--- src/rtl/fetch_stage_pkg.sv ---
// Shared core definitions for the fetch stage: widths, reset/halt defaults,
// the fetch state enum and a PC alignment helper.
package fetch_stage_pkg;

  localparam int unsigned PC_W    = 64;
  localparam int unsigned INSTR_W = 32;

  localparam logic [PC_W-1:0]    RESET_PC_DEF   = '0;
  localparam logic [INSTR_W-1:0] ECALL_WORD_DEF = 32'h00000073;

  typedef enum logic [1:0] {
    ST_RUN   = 2'd0,
    ST_DRAIN = 2'd1,
    ST_HALT  = 2'd2
  } fetch_state_e;

  // Redirect targets are forced onto a word boundary.
  function automatic logic [PC_W-1:0] align_pc(input logic [PC_W-1:0] pc);
    return pc & {{(PC_W-2){1'b1}}, 2'b00};
  endfunction

endpackage

--- src/rtl/fetch_stage_if.sv ---
// IF/ID handshake bundle between fetch (master) and decode (slave).
// valid/ready: a transfer happens on a rising edge where out_valid and
// out_ready are both 1; while out_valid=1 and out_ready=0 the master keeps
// out_pc/out_instr stable unless a redirect flushes the entry.
interface fetch_stage_if;
  import fetch_stage_pkg::*;

  logic               out_valid;
  logic               out_ready;
  logic [PC_W-1:0]    out_pc;
  logic [INSTR_W-1:0] out_instr;

  modport master (output out_valid, output out_pc, output out_instr, input out_ready);
  modport slave  (input out_valid, input out_pc, input out_instr, output out_ready);
endinterface

--- src/rtl/ifid_reg.sv ---
// IF/ID holding register: flush beats load, otherwise contents hold.
module ifid_reg
  import fetch_stage_pkg::*;
(
  input  logic               clk,
  input  logic               rst_n,
  input  logic               load,
  input  logic               flush,
  input  logic [PC_W-1:0]    in_pc,
  input  logic [INSTR_W-1:0] in_instr,
  output logic               valid,
  output logic [PC_W-1:0]    pc,
  output logic [INSTR_W-1:0] instr
);

  always_ff @(posedge clk or negedge rst_n) begin
    if (!rst_n) begin
      valid <= 1'b0;
      pc    <= '0;
      instr <= '0;
    end else if (flush) begin
      valid <= 1'b0;
    end else if (load) begin
      valid <= 1'b1;
      pc    <= in_pc;
      instr <= in_instr;
    end
  end

endmodule

--- src/rtl/fetch_stage.sv ---
// Instruction fetch: PC register, RUN/DRAIN/HALT control and accept counter,
// feeding decode through the IF/ID holding register.
module fetch_stage
  import fetch_stage_pkg::*;
#(
  parameter logic [PC_W-1:0]    RESET_PC   = RESET_PC_DEF,
  parameter logic [INSTR_W-1:0] ECALL_WORD = ECALL_WORD_DEF
) (
  input  logic               clk,
  input  logic               rst_n,
  output logic [PC_W-1:0]    imem_addr,
  input  logic [INSTR_W-1:0] imem_instr,
  input  logic               redirect_valid,
  input  logic [PC_W-1:0]    redirect_pc,
  fetch_stage_if.master      dec,
  output logic               halted,
  output logic [31:0]        fetch_count,
  output fetch_state_e       dbg_state
);

  fetch_state_e    state_q, state_d;
  logic [PC_W-1:0] pc_q, pc_d;
  logic            handshake;
  logic            redirect;
  logic            advance;
  logic            flush;

  assign handshake = dec.out_valid & dec.out_ready;
  // HALT is terminal, so a redirect there must not disturb anything.
  assign redirect  = redirect_valid & (state_q != ST_HALT);
  assign advance   = (state_q == ST_RUN) & ~redirect_valid &
                     (~dec.out_valid | dec.out_ready);
  assign flush     = redirect | (handshake & (state_q != ST_RUN));

  assign imem_addr = pc_q;
  assign halted    = (state_q == ST_HALT);
  assign dbg_state = state_q;

  always_comb begin
    state_d = state_q;
    pc_d    = pc_q;
    if (redirect) begin
      state_d = ST_RUN;
      pc_d    = align_pc(redirect_pc);
    end else begin
      unique case (state_q)
        ST_RUN: begin
          if (advance) begin
            pc_d = pc_q + PC_W'(4);
            if (imem_instr == ECALL_WORD) state_d = ST_DRAIN;
          end
        end
        ST_DRAIN: if (handshake) state_d = ST_HALT;
        ST_HALT:  state_d = ST_HALT;
        default:  state_d = ST_RUN;
      endcase
    end
  end

  always_ff @(posedge clk or negedge rst_n) begin
    if (!rst_n) begin
      state_q     <= ST_RUN;
      pc_q        <= RESET_PC;
      fetch_count <= '0;
    end else begin
      state_q <= state_d;
      pc_q    <= pc_d;
      if (handshake) fetch_count <= fetch_count + 32'd1;
    end
  end

  ifid_reg u_ifid (
    .clk      (clk),
    .rst_n    (rst_n),
    .load     (advance),
    .flush    (flush),
    .in_pc    (pc_q),
    .in_instr (imem_instr),
    .valid    (dec.out_valid),
    .pc       (dec.out_pc),
    .instr    (dec.out_instr)
  );

endmodule
--- src/flat_wrapper.sv ---
// flat-port wrapper written by rule: the top's interface ports become plain ports
module fetch_stage_flat import fetch_stage_pkg::*;
#(
  parameter logic [PC_W-1:0]    RESET_PC   = RESET_PC_DEF,
  parameter logic [INSTR_W-1:0] ECALL_WORD = ECALL_WORD_DEF
)
  (clk, rst_n, imem_addr, imem_instr, redirect_valid, redirect_pc, halted, fetch_count, dbg_state, dec_out_valid, dec_out_pc, dec_out_instr, dec_out_ready);
  fetch_stage_if dec_i ();
  input  logic clk;
  input  logic rst_n;
  output logic [PC_W-1:0] imem_addr;
  input  logic [INSTR_W-1:0] imem_instr;
  input  logic redirect_valid;
  input  logic [PC_W-1:0] redirect_pc;
  output logic halted;
  output logic [31:0] fetch_count;
  output fetch_state_e dbg_state;
  output wire logic [$bits(dec_i.out_valid)-1:0] dec_out_valid;
  output wire logic [$bits(dec_i.out_pc)-1:0] dec_out_pc;
  output wire logic [$bits(dec_i.out_instr)-1:0] dec_out_instr;
  input wire logic [$bits(dec_i.out_ready)-1:0] dec_out_ready;
  assign dec_out_valid = dec_i.out_valid;
  assign dec_out_pc = dec_i.out_pc;
  assign dec_out_instr = dec_i.out_instr;
  assign dec_i.out_ready = dec_out_ready;
  fetch_stage #(.RESET_PC(RESET_PC), .ECALL_WORD(ECALL_WORD)) u_core (.clk(clk), .rst_n(rst_n), .imem_addr(imem_addr), .imem_instr(imem_instr), .redirect_valid(redirect_valid), .redirect_pc(redirect_pc), .dec(dec_i), .halted(halted), .fetch_count(fetch_count), .dbg_state(dbg_state));
endmodule
--- config.mk ---
export PLATFORM = sky130hd
export DESIGN_NAME = fetch_stage_flat
export DESIGN_NICKNAME = d
export VERILOG_FILES = /design/src/rtl/fetch_stage_pkg.sv /design/src/rtl/fetch_stage_if.sv /design/src/rtl/ifid_reg.sv /design/src/rtl/fetch_stage.sv /design/src/flat_wrapper.sv
export SDC_FILE = /design/constraint.sdc
export NUM_CORES = 1
export LEC_CHECK = 0
export CAP_MARGIN = 20
export CORE_MARGIN = 2
export CORE_UTILIZATION = 42
export CTS_CLUSTER_SIZE = 8
export DETAILED_ROUTE_END_ITERATION = 8
export PLACE_DENSITY = 0.76
export SETUP_SLACK_MARGIN = 0.1
export SLEW_MARGIN = 40
export SYNTH_ARGS = -nofsm -noshare
export SYNTH_HDL_FRONTEND = slang
export SYNTH_SLANG_ARGS = --single-unit
--- constraint.sdc ---
create_clock -name clk -period 2.2 [get_ports clk]
set_input_delay 0.22 -clock clk [delete_from_list [all_inputs] [get_ports clk]]
set_output_delay 0.22 -clock clk [all_outputs]
set_load 0.1 [all_outputs]
==> metrics.yaml, run 1 <==
seq_area_sq_um: 4928
viasPerCell: 5.503
drt_iter0_markers: 606
ys_ff_latch: 191
die_area_sq_um: 23260
violations: "setup timing"
wl_per_cell_microns: 17.95
drv_slew: 0
rows: 54
met1_length_microns: 13170
top_layer_used: "met4"
fin_nets: 1523
insertion_delay_ns: 0.44
dp_hpwl_microns: 21180
rrSetupSlack_ns: -0.009
fin_skew_ns: 0.01463
crit_buf_inv: 4
htreeDepth: 4
area_delta_synth_final_pct: 49.57
dieWidth_microns: 152.5
crit_arrival_ns: 2.57
netlist_area_sq_um: 9263
status: "finished, violations left"
grt_pass1_wl_microns: 48110
start_util_pct: 42.58
r2r-end: "u_core.imem_addr[33]"
place.gp.congestion: 0.8785
first_global_vias: 9043
routed-wl-met2_microns: 14300
dp_cells: 1653
cts_tree: "done"
hold_violations: 0
fin_ws_ns: -0.009409
setup-violations-final: 1
yosysUniqueCellTypes: 57
grt_max_degree: 59
min_path_type: "primary input to asynchronous set/reset pin"
grt_usage_pct: 25.47
num_vias: 9410
setup_tns_ns: -0.009409
r2r-start: "u_core.imem_addr[2]"
period_share_pct: 100.4
netlist_instances: 1078
ios: 296
worst-setup-path-type: "register to register"
wl_microns: 30700
crit_top_cell: "buf_6"
critical_path_peak_fanout: 6
cp-startpoint: "u_core.imem_addr[2]"
cap_violations: 0
worstMarginPinSlew_ns: 0.5203
power_density_nw_per_um2: 974.7
critPathLaunchType: "register"
grt_overflow: 0
relSlewSlack_pct: 65.31
dpl_worst_slack_ns: -0.03643
fmax_mhz: 452.6
end_kind: "register"
die_h_microns: 152.5
crit_end: "u_core.imem_addr[33]"
synth_edf_count: 0
final_cells: 1710
crit_cells: 9
rsz0062_at_grt: "true"
clock-sinks: 191
drive_above_1_share_pct: 32.24
core-area_sq_um: 21760
yosysSeqAreaShare_pct: 51.60
drt.antenna.violating_nets: 0
cts_buffers: 17
ys.warnings.count: 0
diodes: 0
critPathTopFamily: "simple AND/OR/NAND/NOR gates"
clockBufferDepth: 2
slowest_stage: "or4b_4"
antenna_found_initial: 0
multiInputGateArea_sq_um: 4563
r2r_cells: 9
clkTransAtPathRegs_ns: 0.08
syn_avg_cell_area_sq_um: 8.592
cp_data_required_time_ns: 2.56
wl_met3_microns: 2310
synth-main-ff-cell: "dfrtp_1"
fill_cells: 1843
drt_first_pass_iters: 5
io_buffer_count: 289
ir_worst_vdd_mv: 0.6265
p_leak_nw: 6.343
async_flop_share_pct: 100.0
drc: 0
crit_path_cell_trace: "buf_6 -> nand4_1 -> buf_6 -> buf_12 -> nor4_4 -> buf_4 -> or4b_4 -> a21oi_2 -> a2bb2oi_1"
slowest_delay_ns: 0.48
fin_crit_ns: 2.209
clockRootBuffer: "clkbuf_16"
cells in the final DEF, fill, tap and decap left out, drive strengths merged, types with 5 or more instances in the layout:
cell type,instances
and4,12
dfrtp,191
o311ai,5
and3,21
nand3,61
or3,5
and2,7
clkinv,5
nor2,50
clkbuf,22
xnor2,26
ha,6
clkdlybuf4s50,96
inv,15
a2bb2oi,15
nor4,15
nand2,350
buf,283
xor2,5
o21ai,45
a22oi,8
a21oi,67
nand4,30
a31oi,6
o22ai,25
nor3,10
where the power goes:
group          total (mW)  internal [mW]  switching [mW]
combinational        5.92           1.34            4.58
sequential           4.50           4.03           0.468
clock                3.09           1.55            1.54
total                13.5           6.92            6.59
cells by family after synthesis:
family / Yosys count / share of synthesized area (%)
flops: 191 / 51.60
other cells: 1 / 0.04049
buf+inv: 75 / 3.323
compound gates: 192 / 12.75
mux: 1 / 0.1216
simple gates: 581 / 28.42
fa+ha+maj: 6 / 0.8105
xor+xnor: 31 / 2.931
synth_stat cells, drive strengths merged, types with 2 or more instances:
cell | n | area (sq um)
ha | 6 | 75.07
nor4bb | 2 | 20.02
dfrtp | 191 | 4780
xnor2 | 26 | 227.7
or3 | 5 | 31.28
nand4 | 30 | 187.7
nor3 | 10 | 50.05
inv | 8 | 30.03
a32oi | 3 | 26.28
nor2b | 3 | 18.77
a311oi | 2 | 17.52
nand2b | 4 | 25.02
nor4 | 15 | 115.1
a31oi | 6 | 37.54
nand2 | 350 | 1314
nand3 | 61 | 315.3
o311ai | 5 | 43.79
clkbuf | 56 | 211.5
a2bb2oi | 15 | 131.4
o32ai | 3 | 41.29
nor2 | 50 | 187.7
a22oi | 8 | 60.06
and4 | 12 | 105.1
and2 | 7 | 43.79
or4 | 2 | 18.77
and3 | 21 | 131.4
a21oi | 67 | 335.3
xor2 | 5 | 43.79
o22ai | 25 | 156.4
o211ai | 2 | 15.01
o21ai | 45 | 225.2
a31o | 3 | 26.28
buf | 11 | 66.31
o21a | 2 | 15.01
nor3b | 2 | 15.01
or2 | 3 | 18.77
how the worst min path moves through the flow:
stage,slack [ns],to,from
detailed placement,0.23,u_core.fetch_count[31],rst_n
finish,0.33,u_core.fetch_count[28],rst_n
CTS,0.33,u_core.fetch_count[31],rst_n
global placement,0.23,u_core.fetch_count[30],rst_n
floorplan,-0.08,u_core.fetch_count[0],rst_n
global route,0.35,u_core.u_ifid.instr[7],imem_instr[7]
cell type report:
cell class / instances / share of cell area, %
sequential: 191 / 35.57
tap: 280 / 2.529
clock inverter: 14 / 1.048
multi-input combinational: 815 / 32.94
timing repair buffer: 384 / 24.46
clock buffer: 18 / 3.170
inverter: 8 / 0.2890
flip-flops by register name, summed over array words and instances, names as in the netlist:
signal,flops
u_core.fetch_count,32
u_core.u_ifid.valid,1
u_core.u_ifid.instr,32
u_core.imem_addr,62
u_core.dbg_state,2
u_core.u_ifid.pc,62
metal layers:
layer / vias up / global-route usage, %
met3: 52 / 5.176
met2: 433 / 40.22
li1: 4426 / -
met5: - / 0
met1: 4499 / 35.09
met4: 0 / 9.127
repair_timing:
item,4_1_cts,5_1_grt
cloned,1,3
pin swaps,7,19
endpoints found under the setup margin,30,48
setup buffers,5,16
hold buffers,1,0
resized for setup,7,54
hold endpoints to repair,53,0
metrics by stage:
stage / hold WS (ns) / utilization (%) / instance area (sq um) / power (mW)
floorplan: -0.07559 / - / 9772 / 8.808
CTS: 0.3269 / 61.72 / 13430 / 13.46
finish: 0.3336 / 63.68 / 13850 / 13.50
global placement: 0.2287 / 58.53 / 12730 / 10.27
global route: 0.3497 / 63.68 / 13850 / 14.03
detailed placement: 0.2311 / 58.53 / 12730 / 10.34
Power figures use the tool's default switching activity.
==> run 2, diff against run 1 <==
--- a/config.mk
+++ b/config.mk
@@ -7,10 +7,11 @@
 export LEC_CHECK = 0
 export CAP_MARGIN = 20
 export CORE_MARGIN = 2
-export CORE_UTILIZATION = 42
+export CORE_UTILIZATION = 44
+export CTS_BUF_LIST = sky130_fd_sc_hd__clkbuf_2
 export CTS_CLUSTER_SIZE = 8
 export DETAILED_ROUTE_END_ITERATION = 8
-export PLACE_DENSITY = 0.76
+export PLACE_DENSITY = 0.79
 export SETUP_SLACK_MARGIN = 0.1
 export SLEW_MARGIN = 40
 export SYNTH_ARGS = -nofsm -noshare
==> run 2 against run 1 <==
The flow still finishes with violations (setup timing). Final area increased by 4.3%. Via count grew 4.2%. Critical path depth is the same. Clock power decreased by 40%.
==> metrics.yaml, run 2 (synthesized netlist as in run 1, its figures left out) <==
dpl_worst_slack_ns: -0.01034  # +0.02608 ns
final_cells: 1778  # +4.0%
crit_arrival_ns: 2.91  # +0.34 ns
drive_above_1_share_pct: 33.00  # +0.76 points
ir_worst_vdd_mv: 0.6245  # -0.32%
fin_util_pct: 69.41  # +5.7 points
clkTransAtPathRegs_ns: 0.29  # +0.21 ns
grt_pass1_wl_microns: 47820  # -0.62%
worst-setup-path-type: "register to register"
cts_buffers: 17  # unchanged
worstMarginPinSlew_ns: 0.7258  # +0.2055 ns
dp_hpwl_microns: 21160  # -0.11%
min_path_type: "primary input to register"
cts_tree: "done"
critPathLaunchType: "register"
drc: 0  # unchanged
drt.antenna.violating_nets: 0  # unchanged
first_global_vias: 9113  # +0.77%
rsz0062_at_grt: "true"
cap_violations: 0  # unchanged
drv_slew: 0  # unchanged
period_share_pct: 100.8  # +0.34 points
fin_crit_ns: 2.217  # +0.007579 ns
busiest_layer: "met2"
rrSetupSlack_ns: -0.02  # about the same
power_mw: 12.44  # -7.9%
use_met3_pct: 5.872  # +0.70 points
fin_ws_ns: -0.01699  # -0.007579 ns
clockBufferDepth: 2  # unchanged
grt_use_met2_pct: 44.88  # +4.7 points
p_leak_nw: 6.593  # +3.9%
rows: 53  # -1.9%
dpl_cell_area_sq_um: 12750  # +0.11%
clock-sinks: 191  # unchanged
final_common_cell: "nand2_1"
place.gp.congestion: 0.9094  # +3.5%
end_kind: "register"
holdWs_ns: 0.09196  # -0.2417 ns
power_density_nw_per_um2: 860.9  # -12%
grtUsageMet1_pct: 36.04  # +0.94 points
start_util_pct: 44.48  # +1.9 points
seq_area_sq_um: 4928  # unchanged
area_delta_synth_final_pct: 56.05
fin_skew_ns: 0.04623  # +0.03160 ns
fill_cells: 1571  # -15%
fin_nets: 1596  # +4.8%
clockRootBuffer: "clkbuf_2"
core-area_sq_um: 20820  # -4.3%
violations: "setup timing"
insertion_delay_ns: 0.76  # +0.32 ns
die_area_sq_um: 22230  # -4.4%
relSlewSlack_pct: 51.61  # -14 points
critical_path_peak_fanout: 6  # unchanged
wl_microns: 32180  # +4.8%
antenna_found_initial: 0  # unchanged
fmax_mhz: 451.1  # -0.34%
status: "finished, violations left"
grt_max_degree: 68  # +15%
htreeDepth: 4  # unchanged
grt_usage_pct: 27.18  # +1.7 points
die_h_microns: 149.1  # -2.2%
dp_cells: 1644  # -0.54%
drt_iter0_markers: 670  # +11%
num_vias: 9809  # +4.2%
multiInputGateArea_sq_um: 4629  # +1.5%
setup_tns_ns: -0.01699  # -0.007579 ns
cp_data_required_time_ns: 2.90  # +0.34 ns
setup-violations-final: 1  # unchanged
io_buffer_count: 289  # unchanged
hold_violations: 0  # unchanged
drt_first_pass_iters: 8  # +3
dieWidth_microns: 149.1  # -2.2%
grt_overflow: 0  # unchanged
ios: 296  # unchanged
diodes: 0  # unchanged
viasPerCell: 5.517  # +0.25%
final_cell_area_sq_um: 14450  # +4.3%
final_cell_mix: "347 x nand2_1, 270 x buf_4, 120 x dfrtp_1"
wl_per_cell_microns: 18.10  # +0.81%
==> run 2: changes by cell type in the layout (fill, tap and decap cells not counted), moves of 8 or more <==
cell,previous run,this run
a21oi_2,9,17
buf_4,261,270
clkbuf_2,0,17
a21oi_1,57,49
clkbuf_16,20,6
dlygate4sd3_1,1,53
==> run 2: final timing paths <==
kind | from | end | cells past startpoint
hold / removal | redirect_pc[38] | u_core.imem_addr[38] | 3
setup reg to reg | u_core.imem_addr[2] | u_core.imem_addr[62] | 9
max in group asynchronous | rst_n | u_core.imem_addr[11] | 4
hold reg to reg | u_core.fetch_count[13] | u_core.fetch_count[13] | 1
min in group asynchronous | rst_n | u_core.fetch_count[7] | 4
setup / recovery | u_core.imem_addr[2] | u_core.imem_addr[62] | 9
==> run 2: per-layer routing <==
layer	vias up	share of wire, %
met2	508	49
met3	87	8.2
met1	4650	40
met4	0	3.0
li1	4564	-
met5	-	0
==> run 2: power breakdown <==
part           internal [mW]  switching (mW)  leakage (nW)  total [mW]
sequential              4.03           0.469          2.24        4.50
combinational           1.46            4.63          4.20        6.10
clock                  0.478            1.37         0.149        1.85
total                   5.97            6.47          6.59        12.4
==> run 2: layout make-up <==
cell class                      count  area share, %
Clock buffer                       17         0.5886
Clock inverter                     15          1.186
Inverter                            8         0.2597
Multi-Input combinational cell    815          32.03
Sequential cell                   191          34.10
Tap cell                          275          2.381
Timing Repair Buffer              457          29.46
==> run 2: timing repair <==
action                                  in CTS  in global routing
pin swaps                                    8                 31
endpoints found under the setup margin      31                 88
hold endpoints to repair                   236                  6
setup buffers                               14                 25
hold buffers                                48                  6
resized for setup                           21                 60
cloned                                       3                  6
==> run 2: critical path, cell delays in order, from the launching register on <==
cell,delay (ns)
dfrtp_4,0.50
ha_4,0.16
nand3_4,0.08
or4_4,0.47
nor4_4,0.15
buf_4,0.19
buf_12,0.12
nand4_1,0.13
a21oi_1,0.19
a2bb2oi_1,0.17
==> run 3, diff against run 2 <==
--- a/config.mk
+++ b/config.mk
@@ -5,7 +5,7 @@
 export SDC_FILE = /design/constraint.sdc
 export NUM_CORES = 1
 export LEC_CHECK = 0
-export CAP_MARGIN = 20
+export CAP_MARGIN = 30
 export CORE_MARGIN = 2
 export CORE_UTILIZATION = 44
 export CTS_BUF_LIST = sky130_fd_sc_hd__clkbuf_2
==> results of run 3 <==
Final layout, timing and power as in run 2 (identical DEF).
